`config.mk`:
```
export PLATFORM = sky130hd
export DESIGN_NAME = vga_plot_engine
export DESIGN_NICKNAME = d
export VERILOG_FILES = /design/src/rtl/vga_plot_engine.sv
export SDC_FILE = /design/constraint.sdc
export NUM_CORES = 1
export LEC_CHECK = 0
export CAP_MARGIN = 20
export CORE_MARGIN = 8
export CORE_UTILIZATION = 55
export DETAILED_ROUTE_END_ITERATION = 7
export PLACE_DENSITY = 0.75
export SLEW_MARGIN = 20
export SYNTH_ARGS = -nofsm -noshare
export SYNTH_HDL_FRONTEND = slang
export SYNTH_SLANG_ARGS = --single-unit
export TNS_END_PERCENT = 30
```
`constraint.sdc`:
```
create_clock -name clk -period 3.71 [get_ports clk]
set_input_delay 0.742 -clock clk [delete_from_list [all_inputs] [get_ports clk]]
set_output_delay 0.742 -clock clk [all_outputs]
set_load 0.005 [all_outputs]
```
`src/rtl/vga_plot_engine.sv`:
```
// vga_plot_engine: Avalon-MM pixel plotter with FIFO buffering and a
// hardware full-screen fill engine.
//
// Ports:
//   clk, reset         single clock, asynchronous active-high reset
//   address/read/...   Avalon-MM slave (readdata latency 1, waitrequest stall)
//   plot/x/y/colour    registered pixel stream to the framebuffer adapter
//
// Register map (word offsets): 0 PIXEL(W), 1 FILL(W), 2 STATUS(R), 3 DROPCLR(W).
// writedata fields: y=[Y_W-1:0], x=[8+:X_W], colour=[16+:COLOUR_W].
module vga_plot_engine #(
  parameter int X_W        = 8,
  parameter int Y_W        = 7,
  parameter int COLOUR_W   = 3,
  parameter int H_RES      = 160,
  parameter int V_RES      = 120,
  parameter int FIFO_DEPTH = 16
) (
  input  logic                clk,
  input  logic                reset,
  input  logic [3:0]          address,
  input  logic                read,
  output logic [31:0]         readdata,
  input  logic                write,
  input  logic [31:0]         writedata,
  output logic                waitrequest,
  output logic                plot,
  output logic [X_W-1:0]      x,
  output logic [Y_W-1:0]      y,
  output logic [COLOUR_W-1:0] colour
);

  localparam int AW = (FIFO_DEPTH > 1) ? $clog2(FIFO_DEPTH) : 1;
  localparam int CW = AW + 1;
  localparam int PW = X_W + Y_W + COLOUR_W;

  typedef enum logic [1:0] {IDLE, DRAIN, FILL} state_t;

  state_t state, next_state;

  logic [X_W-1:0]      wx, fx;
  logic [Y_W-1:0]      wy, fy;
  logic [COLOUR_W-1:0] wc, fill_col;
  logic                on_screen, accept, push, pop, full, empty, busy;
  logic                fill_req, fill_last, drain_done;
  logic [15:0]         drop;
  logic [PW-1:0]       mem [FIFO_DEPTH];
  logic [AW-1:0]       wr_ptr, rd_ptr;
  logic [CW-1:0]       cnt;
  logic [31:0]         status;
  logic                unused_wdata;

  assign wy = writedata[0 +: Y_W];
  assign wx = writedata[8 +: X_W];
  assign wc = writedata[16 +: COLOUR_W];
  assign unused_wdata = ^writedata;

  assign on_screen = (32'(wx) < H_RES) && (32'(wy) < V_RES);
  assign full      = (cnt == CW'(FIFO_DEPTH));
  assign empty     = (cnt == '0);
  assign busy      = (state != IDLE) || !empty;

  // Off-screen pixels never stall; FILL stalls until the engine is back in IDLE.
  assign waitrequest = write && (((address == 4'd0) && on_screen && full) ||
                                 ((address == 4'd1) && (state != IDLE)));
  assign accept   = write && !waitrequest;
  assign push     = accept && (address == 4'd0) && on_screen;
  assign fill_req = accept && (address == 4'd1);
  // The fill sweep owns the output stream, so the FIFO only drains outside FILL.
  assign pop      = (state != FILL) && !empty;

  assign fill_last  = (fx == X_W'(H_RES - 1)) && (fy == Y_W'(V_RES - 1));
  assign drain_done = (state == DRAIN) && empty;

  assign status = {drop, 8'(cnt), 6'b0, full, busy};

  always_comb begin
    next_state = state;
    case (state)
      IDLE:    if (fill_req)  next_state = DRAIN;
      DRAIN:   if (empty)     next_state = FILL;
      FILL:    if (fill_last) next_state = IDLE;
      default: next_state = IDLE;
    endcase
  end

  always_ff @(posedge clk or posedge reset) begin
    if (reset) state <= IDLE;
    else       state <= next_state;
  end

  // FIFO storage carries no reset; validity is tracked by cnt.
  always_ff @(posedge clk) begin
    if (push) mem[wr_ptr] <= {wx, wy, wc};
  end

  always_ff @(posedge clk or posedge reset) begin
    if (reset) begin
      wr_ptr <= '0;
      rd_ptr <= '0;
      cnt    <= '0;
    end else begin
      if (push) wr_ptr <= wr_ptr + AW'(1);
      if (pop)  rd_ptr <= rd_ptr + AW'(1);
      case ({push, pop})
        2'b10:   cnt <= cnt + CW'(1);
        2'b01:   cnt <= cnt - CW'(1);
        default: cnt <= cnt;
      endcase
    end
  end

  // Fill sweep position and colour.
  always_ff @(posedge clk or posedge reset) begin
    if (reset) begin
      fx       <= '0;
      fy       <= '0;
      fill_col <= '0;
    end else begin
      if (fill_req) fill_col <= wc;
      if (drain_done) begin
        fx <= '0;
        fy <= '0;
      end else if (state == FILL) begin
        if (fx == X_W'(H_RES - 1)) begin
          fx <= '0;
          fy <= fy + Y_W'(1);
        end else begin
          fx <= fx + X_W'(1);
        end
      end
    end
  end

  // Registered pixel stream; coordinates hold when nothing is emitted.
  always_ff @(posedge clk or posedge reset) begin
    if (reset) begin
      plot   <= 1'b0;
      x      <= '0;
      y      <= '0;
      colour <= '0;
    end else begin
      plot <= 1'b0;
      if (pop) begin
        plot               <= 1'b1;
        {x, y, colour}     <= mem[rd_ptr];
      end else if (state == FILL) begin
        plot   <= 1'b1;
        x      <= fx;
        y      <= fy;
        colour <= fill_col;
      end
    end
  end

  // Drop counter: saturates; DROPCLR cannot coincide with a PIXEL write.
  always_ff @(posedge clk or posedge reset) begin
    if (reset) begin
      drop <= '0;
    end else if (accept && (address == 4'd3)) begin
      drop <= '0;
    end else if (accept && (address == 4'd0) && !on_screen && (drop != 16'hFFFF)) begin
      drop <= drop + 16'd1;
    end
  end

  always_ff @(posedge clk or posedge reset) begin
    if (reset)     readdata <= '0;
    else if (read) readdata <= (address == 4'd2) ? status : 32'd0;
  end

endmodule

```
* Yosys cells after proc, flatten, opt, wreduce, memory -nomap -nowiden *
Memory sizes are Yosys's and may differ from the RTL's.
Cells that the tools add are included.
Widths: inputs -> output; s select.

word-level totals
  input bits = 40
  output and inout bits = 52
  bits in registers = 100
  bits in writable memories = 288
  logic and storage cells = 93
  memories kept = 1

memories
  name  depth  bits a word  read ports  clocked after memory_dff  write ports  RTL line  text
  mem   16     18           1           0                         1            47        logic [PW-1:0] mem [FIFO_DEPTH];

cells by class
  reduce and logical (&&, ||, !) cells = 31
  add/subtract/negate cells = 7
  order comparisons = 2
  eq/ne operators = 15
  multiplexer cells = 24

operators by type and width
  cell                   number
  $mux 8                 5
  $mux 7                 5
  $mux 16                2
  $mux 32                1
  $add 16x1->16 const B  1
  $ne 16x16->1 const B   1
  $logic_and 1x1->1      15
  $reduce_bool 2->1      6
  $pmux 5 s2             1
  $add 4x1->4 const B    2
  $add 8x1->8 const B    1
  $eq 4x2->1 const B     2
  $eq 8x8->1 const B     1
  $lt 8x8->1 const B     1
  $ne 2x2->1 const B     4
  $add 7x1->7 const B    1
  $eq 7x7->1 const B     1
  $lt 7x7->1 const B     1
  $mux 2                 3
  $mux 3                 2
  $pmux 2 s3             1
  $add 5x1->5 const B    1
  $eq 5x5->1 const B     1
  $logic_not 5->1        1
  11 further kinds       19

* Logic depth before layout (Yosys ltp) *
  depth after elaboration = 13
  gate-level depth with buffers = 14
  depth with buffers taken out = 12

* Worst setup path after synthesis *
Ideal clock, no wire load.

  kind = in2reg
  start point = input address[3]
  end point = memory mem[3][0] (netlist bit), enable pin
  path buffers = 1
  library setup time = 0.416 ns
  arrival time = 3.139 ns
  setup slack = 0.155 ns
  cell stages on the path = 5
  path through = or3b_1 > buf_6 > nor4_4 > nand2_1 > nor3_1

between the ends
  longest elaborated chain between the ends = 11
  elaborated cells on any way between the ends = 13

ends and longest elaborated chain
  what                              RTL line  text
  start, declared                   21        input logic [3:0] address,
  $logic_not 4->1                   64, 67
  $logic_and 1x1->1 (2 in a row)    64        assign waitrequest = write && (((address == 4'd0) && on_screen && full) ||
  $logic_or 1x1->1                  64
  $logic_and 1x1->1                 64
  $logic_not 1->1                   66        assign accept = write && !waitrequest;
  $logic_and 1x1->1                 66
  $logic_and 1x1->1 * (2 in a row)  67        assign push = accept && (address == 4'd0) && on_screen;
  $mux 1 *                          94        if (push) mem[wr_ptr] <= {wx, wy, wc};
  $mux 1 (implied by the code) *    94
  end, declared                     47

Every way passes the cells marked *; elsewhere a longest branch is shown, timed or not.

* Worst setup path after layout *
  start point = input writedata[13]
  end point = output waitrequest

between the ends
  longest elaborated chain between the ends = 6

ends and longest elaborated chain
  what                            RTL line  text
  start, declared                 25        input logic [31:0] writedata,
  $lt 8x8->1                      58        assign on_screen = (32'(wx) < H_RES) && (32'(wy) < V_RES);
  $logic_and 1x1->1               58
  $logic_and 1x1->1 (2 in a row)  64
  $logic_or 1x1->1                64
  $logic_and 1x1->1               64
  end, declared                   26        output logic waitrequest,

No other way between the ends.

==> summary.txt <==
Status
  – Status: finished clean

Placement
  – Final HPWL DP: 22100 um
  – Place WS: -0.00193 ns
  – I/O Buffers: 68
  – GP Congestion: 0.836

Power and ir drop
  – Switching fraction of total power: 28.2%
  – Max VDD drop: 445 uV
  – Clock Power Share: 32.1%
  – Power per Cell Area: 665 nW/um^2
  – Pwr Total: 12.2 mW
  – Leakage: 6.49 nW
  – Pint: 8.75 mW
  – Comb power frac: 24.8%
  – NetSw: 3.45 mW
  – Seq pwr share: 43.1%

STA
  – Final slew viol count: 0
  – Clk_skew: 0.0171 ns
  – RSZ-0062 raised after global routing: false
  – Worst setup margin: 0.100 ns
  – Fmax: 277 MHz
  – Max-slew headroom: 34.8%
  – Tcrit/Tclk final: 97.3%
  – Final setup violation count: 0
  – Worst-Margin Slew: 0.975 ns
  – Final min period: 3.61 ns
  – Final Hold Viols: 0

Worst setup path
  – CP endpoint kind: primary output
  – CP startpoint kind: input pin
  – CP Data Arrival Time: 2.87 ns
  – Setup CP Type: in2out
  – Critical Path Fanout Max: 4
  – WP data required: 2.97 ns

Drt
  – Mean number of vias per cell: 6.02
  – Number of DRC markers in iteration 0: 955
  – Drc violations: 0
  – Post-route ant nets: 0
  – Routed len/inst: 23.6 um
  – Routed wire length: 34200 um
  – Via count: 8725
  – 1st-pass router iterations: 5

Global route
  – Largest net degree at the start of global routing: 55
  – Vias in the first global route: 8684
  – GR Overflow Total: 0
  – Gr usage total: 20.4%
  – First-pass GRT wire length: 52500 um
  – Initial antenna violation count: 0

Clocking
  – Worst-Skew Late Latency: 0.52 ns
  – Post-CTS Setup Inserts: 0
  – H-tree depth: 2
  – Clk slew on worst S/H paths: 0.06 ns
  – Max Buffers Root-to-Sink: 3
  – CTS tree: done
  – Clock Sinks: 379
  – CTS root buf: clkbuf_16
  – TritonCTS buffer count: 39

Finish
  – Layout area overhead: 18.3%
  – Fraction of layout cells with a size suffix above 1: 24.9%
  – Antenna Cells: 0
  – # nets final: 1094
  – Final design utilization: 66.0%

Synthesis
  – Synth area leaders: edfxtp_1 (56%), dfrtp_1 (15%), mux4_2 (9.9%)
  – Main synth FF type: edfxtp_1
  – Syn Std Cell Area: 15500 um^2
  – Gate Count Post-Synth: 916
  – Post-synthesis cell type count: 64
  – Top-area cell type share of the netlist area: 55.8%
  – Post-synth ARST share: 24.0%
  – EDFF count, synth: 288
  – Synthesis-stage register bit count: 379
  – Avg Synthesized Cell Area: 16.9 um^2
  – Post-synth top area cell: edfxtp_1
  – Sequential area share after synthesis: 70.4%
  – Most frequent cells after synthesis: edfxtp_1 (288), dfrtp_1 (91), nand2_1 (71)
  – Synth warnings: 0
  – Most common cell in the netlist: edfxtp_1

Worst hold path
  – Hold Path Class: reg2reg

Floorplan
  – Starting Density: 55.8%
  – Chip Height: 184 um
  – Io pins: 92
  – FP Rows: 61
  – Total Die Area: 33800 um^2
  – Core ar.: 27800 um^2
  – Die Wd: 184 um

Job
  – Max Cap Viol: 0
## cell type report
type,count,area [um^2]
Sequential cell,379,10900
Fill cell,1876,9440
Multi-Input combinational cell,475,4330
Timing Repair Buffer,135,1260
Clock buffer,50,1080
Tap cell,378,473
Clock inverter,20,221
Inverter,12,47.5
## per-stage QoR
step | hold slack (ns) | cells | cell area (um^2) | TNS (ns)
floorplan | 0.466 | 924 | 15500 | 0
global placement | 0.488 | 1379 | 17000 | 0
detailed placement | 0.491 | 1379 | 17000 | -0.00193
CTS | 0.508 | 1449 | 18300 | 0
global route | 0.514 | 1449 | 18300 | 0
finish | 0.504 | 1449 | 18300 | 0
## routing by layer
| layer | up-vias | part of all wire (%) | track usage (%) |
|---|---|---|---|
| li1 | 3829 | - | - |
| met1 | 4530 | 43 | 28.8 |
| met2 | 311 | 48 | 32.5 |
| met3 | 55 | 7.6 | 4.05 |
| met4 | 0 | 2.0 | 4.87 |
| met5 | - | 0 | 0 |
## cells by family (layout without fill, tap and decap cells)
| family | Yosys count | after routing | share of synthesized area [%] |
|---|---|---|---|
| AO/OA/AOI/OAI | 92 | 92 | 4.65 |
| XOR/XNOR | 28 | 28 | 1.58 |
| adder cells (fa/ha/maj) | 12 | 12 | 0.968 |
| buffers and inverters | 70 | 217 | 2.23 |
| flip-flops | 379 | 379 | 70.4 |
| multiplexers | 113 | 113 | 13.1 |
| other | 1 | 9 | 0.0242 |
| AND/OR/NAND/NOR | 221 | 221 | 7.05 |
## flip-flops by register name (all words and copies together) (netlist names)
signal,count
cnt,5
rd_ptr,4
drop,16
wr_ptr,4
readdata,23
state,2
x,8
plot,1
fx,8
y,7
colour,3
fy,7
mem,288
fill_col,3
## placed cells by master, fill, tap and decap left out, types with 8 or more instances in the layout
cell type and n:
nor3_1 13, a22o_1 23, nand4_1 24, nor2b_1 8, buf_4 61, nor2_1 34, clkinv_2 8, dfrtp_1 89
a21oi_1 11, ha_1 12, edfxtp_1 288, clkdlybuf4s50_1 68, nand2_1 71, mux2_2 35, clkbuf_16 40, xor2_1 12
o21ai_0 12, nor2_2 13, mux2i_1 10, nand2b_1 8, nand3_1 18, conb_1 9, mux4_2 68, xnor2_1 16
inv_1 10, o22ai_1 8
## power groups by stage
stage                     Sequential (mW)  Combinational (mW)  Clock (mW)
after floorplan                      5.02                2.31           0
after global placement               5.34                2.98           0
after detailed placement             5.35                3.02           0
after CTS                            5.26                3.05        3.97
after global routing                 5.31                3.28        4.14
final                                5.26                3.02        3.91
## worst max-delay path, cell delays in order
cell and delay (ns):
clkdlybuf4s50_1 0.52, o21ai_2 0.33, nand4_1 0.13, mux2_2 0.27, nor3_1 0.20, buf_4 0.16, clkdlybuf4s50_1 0.51
## repair_timing
action / CTS / global route
setup endpoints to repair: 1 / 0
gates resized for setup: 1 / 0
hold buffers: 0 / 0
## final timing paths
kind	from	to	slack, ns	cells past startpoint
worst max-delay path	writedata[13]	waitrequest	0.10	7
worst min-delay path	readdata[31]	readdata[31]	0.50	1
worst max register to register	cnt[1]	cnt[4]	0.87	12
worst min register to register	readdata[31]	readdata[31]	0.50	1
max in group asynchronous	reset	cnt[4]	2.42	3
min in group asynchronous	reset	x[2]	0.62	2
(Power assumes the default switching activity.)
